**src/rtl/wb_arbiter_if.sv**
```systemverilog
// wb_arbiter_if: requester handshakes, flush and registered regfile write port of wb_arbiter.
interface wb_arbiter_if #(
   parameter int NAME_W = 5,
   parameter int DATA_W = 32,
   parameter int TAG_W  = 4
);
   logic              flush;
   logic              req0_valid, req1_valid, req2_valid;
   logic              req0_ready, req1_ready, req2_ready;
   logic [NAME_W-1:0] req0_name, req1_name, req2_name;
   logic [DATA_W-1:0] req0_data, req1_data, req2_data;
   logic [TAG_W-1:0]  req0_tag, req1_tag, req2_tag;
   logic              en_write;
   logic [NAME_W-1:0] write_name;
   logic [DATA_W-1:0] write_data;
   logic [TAG_W-1:0]  write_tag;
   logic [1:0]        grant_id;
   logic              busy;
   modport slave (
      input  flush,
      input  req0_valid, req1_valid, req2_valid,
      input  req0_name, req1_name, req2_name,
      input  req0_data, req1_data, req2_data,
      input  req0_tag, req1_tag, req2_tag,
      output req0_ready, req1_ready, req2_ready,
      output en_write, write_name, write_data, write_tag, grant_id, busy
   );
   modport master (
      output flush,
      output req0_valid, req1_valid, req2_valid,
      output req0_name, req1_name, req2_name,
      output req0_data, req1_data, req2_data,
      output req0_tag, req1_tag, req2_tag,
      input  req0_ready, req1_ready, req2_ready,
      input  en_write, write_name, write_data, write_tag, grant_id, busy
   );
endinterface

```
**src/rtl/wb_arbiter.sv**
```systemverilog
// wb_arbiter: three 2-entry result FIFOs arbitrated onto one registered regfile write port.
// WB_ARB_RR_EN selects round-robin arbitration; default is fixed priority 0 > 1 > 2.
module wb_arbiter #(
   parameter int NAME_W = 5,
   parameter int DATA_W = 32,
   parameter int TAG_W  = 4
) (
   input logic        clk,
   input logic        rst,
   wb_arbiter_if.slave bus
);
   localparam int EW = NAME_W + DATA_W + TAG_W;
   logic [2:0]        in_valid, in_ready, push, pop, nonempty;
   logic [EW-1:0]     in_ent [3];
   logic [EW-1:0]     mem_q [3][2];
   logic [EW-1:0]     mem_d [3][2];
   logic [2:0]        wp_q, wp_d, rp_q, rp_d;
   logic [1:0]        cnt_q [3];
   logic [1:0]        cnt_d [3];
   logic              gnt_vld, do_pop;
   logic [1:0]        gnt;
   logic [EW-1:0]     head;
   logic              en_write_q, en_write_d;
   logic [NAME_W-1:0] write_name_q, write_name_d;
   logic [DATA_W-1:0] write_data_q, write_data_d;
   logic [TAG_W-1:0]  write_tag_q, write_tag_d;
   logic [1:0]        grant_id_q, grant_id_d;
   always_comb begin
      in_valid  = {bus.req2_valid, bus.req1_valid, bus.req0_valid};
      in_ent[0] = {bus.req0_name, bus.req0_data, bus.req0_tag};
      in_ent[1] = {bus.req1_name, bus.req1_data, bus.req1_tag};
      in_ent[2] = {bus.req2_name, bus.req2_data, bus.req2_tag};
      for (int r = 0; r < 3; r++) begin
         in_ready[r] = cnt_q[r] < 2'd2;
         nonempty[r] = cnt_q[r] != 2'd0;
      end
   end
`ifdef WB_ARB_RR_EN
   // rr_q is the first requester searched; it moves past the winner on each grant
   logic [1:0] rr_q, rr_d, idx;
   logic [2:0] s;
   always_comb begin
      gnt_vld = 1'b0;
      gnt     = 2'd0;
      s       = '0;
      idx     = '0;
      for (int k = 2; k >= 0; k--) begin
         s   = {1'b0, rr_q} + 3'(k);
         idx = s > 3'd2 ? 2'(s - 3'd3) : 2'(s);
         if (nonempty[idx]) begin
            gnt_vld = 1'b1;
            gnt     = idx;
         end
      end
   end
   assign rr_d = do_pop ? (gnt == 2'd2 ? 2'd0 : gnt + 2'd1) : rr_q;
   always_ff @(posedge clk) rr_q <= rst ? 2'd0 : rr_d;
`else
   assign gnt_vld = |nonempty;
   assign gnt     = nonempty[0] ? 2'd0 : nonempty[1] ? 2'd1 : 2'd2;
`endif
   always_comb begin
      do_pop = gnt_vld && !bus.flush;
      head   = mem_q[gnt][rp_q[gnt]];
      wp_d   = wp_q;
      rp_d   = rp_q;
      mem_d  = mem_q;
      for (int r = 0; r < 3; r++) begin
         push[r]  = in_valid[r] && in_ready[r] && !bus.flush;
         pop[r]   = do_pop && gnt == 2'(r);
         if (push[r]) mem_d[r][wp_q[r]] = in_ent[r];
         wp_d[r]  = bus.flush ? 1'b0 : wp_q[r] ^ push[r];
         rp_d[r]  = bus.flush ? 1'b0 : rp_q[r] ^ pop[r];
         cnt_d[r] = bus.flush ? 2'd0 : cnt_q[r] + {1'b0, push[r]} - {1'b0, pop[r]};
      end
      // a popped x0 head is consumed without writing
      en_write_d   = do_pop && head[EW-1 -: NAME_W] != '0;
      grant_id_d   = do_pop ? gnt : 2'b11;
      write_name_d = en_write_d ? head[EW-1 -: NAME_W] : write_name_q;
      write_data_d = en_write_d ? head[TAG_W +: DATA_W] : write_data_q;
      write_tag_d  = en_write_d ? head[TAG_W-1:0] : write_tag_q;
   end
   always_ff @(posedge clk) begin
      if (rst) begin
         mem_q        <= '{default: '0};
         cnt_q        <= '{default: '0};
         wp_q         <= '0;
         rp_q         <= '0;
         en_write_q   <= 1'b0;
         write_name_q <= '0;
         write_data_q <= '0;
         write_tag_q  <= '0;
         grant_id_q   <= 2'b11;
      end else begin
         mem_q        <= mem_d;
         cnt_q        <= cnt_d;
         wp_q         <= wp_d;
         rp_q         <= rp_d;
         en_write_q   <= en_write_d;
         write_name_q <= write_name_d;
         write_data_q <= write_data_d;
         write_tag_q  <= write_tag_d;
         grant_id_q   <= grant_id_d;
      end
   end
   assign bus.req0_ready = in_ready[0];
   assign bus.req1_ready = in_ready[1];
   assign bus.req2_ready = in_ready[2];
   assign bus.en_write   = en_write_q;
   assign bus.write_name = write_name_q;
   assign bus.write_data = write_data_q;
   assign bus.write_tag  = write_tag_q;
   assign bus.grant_id   = grant_id_q;
   assign bus.busy       = |nonempty || en_write_q;
endmodule

```
**src/flat_wrapper.sv**
```systemverilog
// flat-port wrapper written by rule: the top's interface ports become plain ports
module wb_arbiter_flat 
#(
   parameter int NAME_W = 5,
   parameter int DATA_W = 32,
   parameter int TAG_W  = 4
)
  (clk, rst, bus_flush, bus_req0_valid, bus_req1_valid, bus_req2_valid, bus_req0_name, bus_req1_name, bus_req2_name, bus_req0_data, bus_req1_data, bus_req2_data, bus_req0_tag, bus_req1_tag, bus_req2_tag, bus_req0_ready, bus_req1_ready, bus_req2_ready, bus_en_write, bus_write_name, bus_write_data, bus_write_tag, bus_grant_id, bus_busy);
  wb_arbiter_if #(.NAME_W(NAME_W), .DATA_W(DATA_W), .TAG_W(TAG_W)) bus_i ();
  input logic clk;
  input logic rst;
  input wire logic [$bits(bus_i.flush)-1:0] bus_flush;
  input wire logic [$bits(bus_i.req0_valid)-1:0] bus_req0_valid;
  input wire logic [$bits(bus_i.req1_valid)-1:0] bus_req1_valid;
  input wire logic [$bits(bus_i.req2_valid)-1:0] bus_req2_valid;
  input wire logic [$bits(bus_i.req0_name)-1:0] bus_req0_name;
  input wire logic [$bits(bus_i.req1_name)-1:0] bus_req1_name;
  input wire logic [$bits(bus_i.req2_name)-1:0] bus_req2_name;
  input wire logic [$bits(bus_i.req0_data)-1:0] bus_req0_data;
  input wire logic [$bits(bus_i.req1_data)-1:0] bus_req1_data;
  input wire logic [$bits(bus_i.req2_data)-1:0] bus_req2_data;
  input wire logic [$bits(bus_i.req0_tag)-1:0] bus_req0_tag;
  input wire logic [$bits(bus_i.req1_tag)-1:0] bus_req1_tag;
  input wire logic [$bits(bus_i.req2_tag)-1:0] bus_req2_tag;
  output wire logic [$bits(bus_i.req0_ready)-1:0] bus_req0_ready;
  output wire logic [$bits(bus_i.req1_ready)-1:0] bus_req1_ready;
  output wire logic [$bits(bus_i.req2_ready)-1:0] bus_req2_ready;
  output wire logic [$bits(bus_i.en_write)-1:0] bus_en_write;
  output wire logic [$bits(bus_i.write_name)-1:0] bus_write_name;
  output wire logic [$bits(bus_i.write_data)-1:0] bus_write_data;
  output wire logic [$bits(bus_i.write_tag)-1:0] bus_write_tag;
  output wire logic [$bits(bus_i.grant_id)-1:0] bus_grant_id;
  output wire logic [$bits(bus_i.busy)-1:0] bus_busy;
  assign bus_i.flush = bus_flush;
  assign bus_i.req0_valid = bus_req0_valid;
  assign bus_i.req1_valid = bus_req1_valid;
  assign bus_i.req2_valid = bus_req2_valid;
  assign bus_i.req0_name = bus_req0_name;
  assign bus_i.req1_name = bus_req1_name;
  assign bus_i.req2_name = bus_req2_name;
  assign bus_i.req0_data = bus_req0_data;
  assign bus_i.req1_data = bus_req1_data;
  assign bus_i.req2_data = bus_req2_data;
  assign bus_i.req0_tag = bus_req0_tag;
  assign bus_i.req1_tag = bus_req1_tag;
  assign bus_i.req2_tag = bus_req2_tag;
  assign bus_req0_ready = bus_i.req0_ready;
  assign bus_req1_ready = bus_i.req1_ready;
  assign bus_req2_ready = bus_i.req2_ready;
  assign bus_en_write = bus_i.en_write;
  assign bus_write_name = bus_i.write_name;
  assign bus_write_data = bus_i.write_data;
  assign bus_write_tag = bus_i.write_tag;
  assign bus_grant_id = bus_i.grant_id;
  assign bus_busy = bus_i.busy;
  wb_arbiter #(.NAME_W(NAME_W), .DATA_W(DATA_W), .TAG_W(TAG_W)) u_core (.clk(clk), .rst(rst), .bus(bus_i));
endmodule
```
**config.mk**
```make
export PLATFORM = sky130hd
export DESIGN_NAME = wb_arbiter_flat
export DESIGN_NICKNAME = d
export VERILOG_FILES = /design/src/rtl/wb_arbiter_if.sv /design/src/rtl/wb_arbiter.sv /design/src/flat_wrapper.sv
export SDC_FILE = /design/constraint.sdc
export NUM_CORES = 1
export LEC_CHECK = 0
export CAP_MARGIN = 20
export CORE_MARGIN = 2
export CORE_UTILIZATION = 50
export DETAILED_ROUTE_END_ITERATION = 8
export PLACE_DENSITY = 0.72
export SYNTH_ARGS = -nofsm -noshare
export SYNTH_HDL_FRONTEND = slang
export SYNTH_SLANG_ARGS = --single-unit
```
**constraint.sdc**
```tcl
create_clock -name clk -period 2.9 [get_ports clk]
set_input_delay 0.58 -clock clk [delete_from_list [all_inputs] [get_ports clk]]
set_output_delay 0.58 -clock clk [all_outputs]
set_load 0.1 [all_outputs]
```
* Word-level counts from Yosys, hierarchy flattened *
Index checks and enable logic that the tools add are counted.

operators by class
  add/subtract/negate cells = 6
  order comparisons = 12
  equality and inequality tests = 2
  mux-type cells = 19
  bitwise operators = 12
  reductions and logical operators = 24

operators with widths
  kind                                                                  count
  82-bit bitwise mux                                                    3
  41-bit two-way mux                                                    6
  82-bit binary-select mux with 2-bit select                            1
  82-bit two-way mux                                                    2
  41-bit demux with 1-bit select                                        3
  1-bit logical AND                                                     14
  2-bit greater-or-equal comparator, second input constant              4
  1-bit NOT with 2-bit output                                           4
  2-bit by 1-bit adder with 2-bit output                                3
  2-bit by 1-bit < comparator with 1-bit output, second input constant  3
  2-bit < comparator, second input constant                             3
  2-bit nonzero test                                                    3
  2-bit by 1-bit subtractor with 2-bit output                           3
  1-bit XOR                                                             6
  5-bit nonzero test                                                    1
  2-bit two-way mux                                                     2
  2-bit OR reduction                                                    2
  3-bit greater-or-equal comparator, second input constant              1
  2-bit by 3-bit < comparator with 1-bit output, second input constant  1
  2-bit NOT with 3-bit output                                           1
  3-bit OR reduction                                                    1
  1-bit binary-select mux with 2-bit select                             1
  2-bit by 1-bit == test with 1-bit output, second input constant       1
  2-bit == test, second input constant                                  1
  5 further kinds                                                       5

storage, ports and cells
  bits in registers = 302
  input port bits = 129

* Depth between registers and ports, before layout *
  depth in word-level cells = 12
  gate-level depth with buffers = 12

* Worst setup path after synthesis *
No wires, ideal clock.

  kind = flip-flop to flip-flop
  start point = register u_core.cnt_q[3] in the netlist's numbering
  end point = register u_core.cnt_q[1] in the netlist's numbering
  data arrival time = 2395 ps
  setup slack = 377 ps
  stages on the path, launching flop included = 13
  buffers on the path = 2
  period minus slack after synthesis = 2523 ps
  path through = dfxtp_1 -> or4_1 -> buf_2 -> nor3_2 -> or2_2 -> buf_2 -> nor2_1 -> ha_1 -> inv_1 -> ha_1 -> xnor2_1 -> xnor2_1 -> nor2_1

between the ends
  cells in the longest elaborated chain, start to end = 6

RTL lines
  element                                        line              RTL
  from (decl)                                    wb_arbiter.sv:18  logic [1:0] cnt_q [3];
  from (signal assigned)                         wb_arbiter.sv:96  cnt_q <= cnt_d;
  2-bit nonzero test *                           wb_arbiter.sv:35  nonempty[r] = cnt_q[r] != 2'd0;
  2-bit two-way mux (2 in a row)                 wb_arbiter.sv:60  assign gnt = nonempty[0] ? 2'd0 : nonempty[1] ? 2'd1 : 2'd2;
  2-bit == test                                  wb_arbiter.sv:70  pop[r] = do_pop && gnt == 2'(r);
  1-bit logical AND *                            wb_arbiter.sv:70
  2-bit by 1-bit subtractor with 2-bit output *  wb_arbiter.sv:74  cnt_d[r] = bus.flush ? 2'd0 : cnt_q[r] + {1'b0, push[r]} - {1'b0, pop[r]};

Every way passes the cells marked *; elsewhere a longest branch is shown, timed or not.
A chain may end at the register's enable or synchronous reset.

* Final worst setup path *
  start point = register u_core.cnt_q[3] in the netlist's numbering
  end point = output port bus_busy

between the ends
  cells in the longest elaborated chain, start to end = 3

RTL lines
  element             line                RTL
  2-bit nonzero test  wb_arbiter.sv:35
  3-bit OR reduction  wb_arbiter.sv:114   assign bus.busy = |nonempty || en_write_q;
  1-bit logical OR    wb_arbiter.sv:114
  to (decl)           flat_wrapper.sv:33  output wire logic [$bits(bus_i.busy)-1:0] bus_busy;

Every way passes these cells.

==> reports/results.ini <==
[critical_path]
worst-r2r-cell-count=7
worst_ep_arrival_time_ps=2160
worstSetupEndpoint=bus_busy
startpoint=u_core.cnt_q[3]
r2r-start=u_core.cnt_q[3]
cp.required_ps=2320
cp-start-kind=flip-flop
worst-setup-path-type=reg -> out
rr_endpoint=u_core.bus.write_data[29]
critPathCaptureType=output pin
ff2ff_setup_slack_ps=320
cp_max_fo=6

[final_layout]
multi_input_area_mm2=0.00627
nFillCells=2103
area_delta_synth_final_pct=24.6
final_cell_area_mm2=0.0159
fin_nets=1586
drive_gt1_share_pct=11.4
register_area_mm2=0.00605
final_cells=1799

[synth]
yosys.area.top_type=dfxtp_1
syn_area_mm2=0.0128
ys_seq_elements=302
synth.most_common_cell=dfxtp_1
synth_ff_type=dfxtp_1
synth-edff-count=0
synthTopCellsByArea=dfxtp_1 47%, mux2i_1 23%, nor2_1 8.0%, a221oi_1 2.5%, clkbuf_1 2.3%
synth_top_area_share_pct=47.3
netlist_top_cells_count=302 x dfxtp_1, 294 x mux2i_1, 271 x nor2_1
yosysUniqueCellTypes=43
syn-mean-instance-area_um2=9.66
synth_async_sr_flop_share_pct=0
syn_inst=1322
synth_nets=1463
ys_seq_area_share_pct=47.3
ys_warn_count=0

[power_and_ir_drop]
p_leak_nw=6.03
seq_power_share_pct=42.0
p_per_area_mw_per_mm2=656
pwr-share-clk_pct=41.7
p_sw_mw=2.82
power_frac_comb_pct=16.3
p_int_mw=7.61
vdd_drop_max_mv=0.460
switching_share_pct=27.0

[die]
fp.dieW_um=164
die_y_um=164
rows=58
core_area_mm2=0.0251
ioPinCount=177
initial_utilization_pct=50.9
dieArea_mm2=0.0268

[placed_design]
dp.final_hpwl_um=21100
port-buffer-count=176
place_area_mm2=0.0147
place_congestion=0.776
dp_slack_ps=241
dp_cells=1738

[timing]
setup_tns_ps=0
fmax_ghz=0.365
rsz0062_at_grt=false
slew_headroom_pct=39.1
fin_ws_ps=162
min_period_ps=2740
hold_violations=0
finalSetupViolCount=0
timing.final.crit_share_pct=94.4
fin_skew_ps=12.1
slew_violations=0
worstMarginPinSlew_ps=911
holdWs_ps=470

[global_route]
grt_pass1_vias=9965
antenna_found_initial=4
overflow=0
grt_pass1_wl_um=53600
gr-usage-all-layers_pct=25.1
grt_max_degree=148

[cts]
numCtsBuffers=34
cts_tree=built
cts.repair.resized=0
clk_root_buffer_cell=clkbuf_16
worstSkewPairLatency_ps=500
clock_path_buffers=3
cts_sinks=302
htreeDepth=2
path_clk_slew_ps=60
post_cts_buffers=0
hold_buffers=0

[detailed_routing]
first_pass_iters=5
wl_per_cell_um=18.8
drtIter0Drc=636
ant_nets=0
totalWireLength_um=33900
viasPerCell=5.63
vias=10100
drc=0

[status]
run_status=finished clean

[worst_hold_path]
hold_path_class=reg -> reg

[flow_run]
cap_viol_max_count=0

==> per-stage QoR <==
stage,util (%),power (mW)
after global placement,58.7,6.13
after CTS,63.2,10.5
final,63.4,10.4
after global routing,63.4,10.8
after floorplan,-,5.56
after detailed placement,58.7,6.14
==> how the worst min path moves through the flow <==
stage | from | end | cells past startpoint
after global routing | u_core.bus.write_data[27] | u_core.bus.write_data[27] | 2
after global placement | u_core.bus.write_tag[1] | u_core.bus.write_tag[1] | 2
final | u_core.bus.write_data[26] | u_core.bus.write_data[26] | 2
after CTS | u_core.bus.write_data[26] | u_core.bus.write_data[26] | 2
after detailed placement | u_core.bus.write_data[25] | u_core.bus.write_data[25] | 2
after floorplan | u_core.mem_q[205] | u_core.mem_q[205] | 2
==> final cells by class <==
cell class / count / area share (%)
antenna: 2 / 0.0314
clock buffer: 49 / 6.15
clock inverter: 9 / 0.951
sequential: 302 / 38.0
multi-input combinational: 892 / 39.4
timing repair buffer: 203 / 12.6
tap: 330 / 2.59
inverter: 12 / 0.283
==> layout by cell type (no fill, tap or decap), types with 3 or more instances in the layout <==
cell             netlist  routed
o21ai_1               28      27
clkinv_2               0       3
inv_1                 12      12
ha_1                  12       6
a221oi_1              36      36
clkdlybuf4s50_1        0     127
o22ai_1               37      37
nor2_1               271     268
clkbuf_1              79       9
nand2_1                8       8
bufinv_16              0       4
clkbuf_8               0       6
a211oi_1              38      38
buf_12                 0      11
nand3_1               36      36
or2_2                  3       3
nor2b_1               38      38
a21oi_1               30      30
clkbuf_16              0      35
a21oi_2               10      10
buf_4                  4      63
dfxtp_1              302     301
nor2_4                 0       3
xnor2_1                9       9
and2_1                 6       6
mux2i_1              294     294
ha_2                   0       5
o21ai_2                9       9
==> critical path, stage by stage (launching register included) <==
cell      delay [ps]
dfxtp_1          400
or4_4            650
nor3_2           170
buf_4            180
nand2b_1          90
buf_12           180
==> power groups by stage <==
stage               registers (mW)  clock network, mW  logic, mW
global placement              4.46                  0       1.66
detailed placement            4.47                  0       1.68
finish                        4.38               4.36       1.70
CTS                           4.38               4.44       1.68
global route                  4.40               4.60       1.81
floorplan                     4.66                  0      0.902
==> routing by layer <==
layer	up-vias	GRT usage (%)	wire [µm]
li1	4900	-	-
met2	256	42.1	15800
met5	-	0	39
met4	6	6.26	524
met3	46	4.62	1940
met1	4919	33.6	15600
==> flip-flops by register name (all words and copies together) (netlist names) <==
register / cells
u_core.bus.write_data: 32
u_core.bus.write_tag: 4
u_core.bus.en_write: 1
u_core.rp_q: 3
u_core.bus.grant_id: 2
u_core.bus.write_name: 5
u_core.mem_q: 246
u_core.cnt_q: 6
u_core.wp_q: 3
==> cell families after synthesis <==
logic type                 synth area share, %
AOI/OAI and AO/OA                         10.9
and+or+nand+nor                           12.6
DFF                                       47.3
buffers and inverters                     4.20
adders and majority gates                 1.18
muxes                                     23.1
xor gates and xnor gates                 0.617
Power figures use the tool's default switching activity.
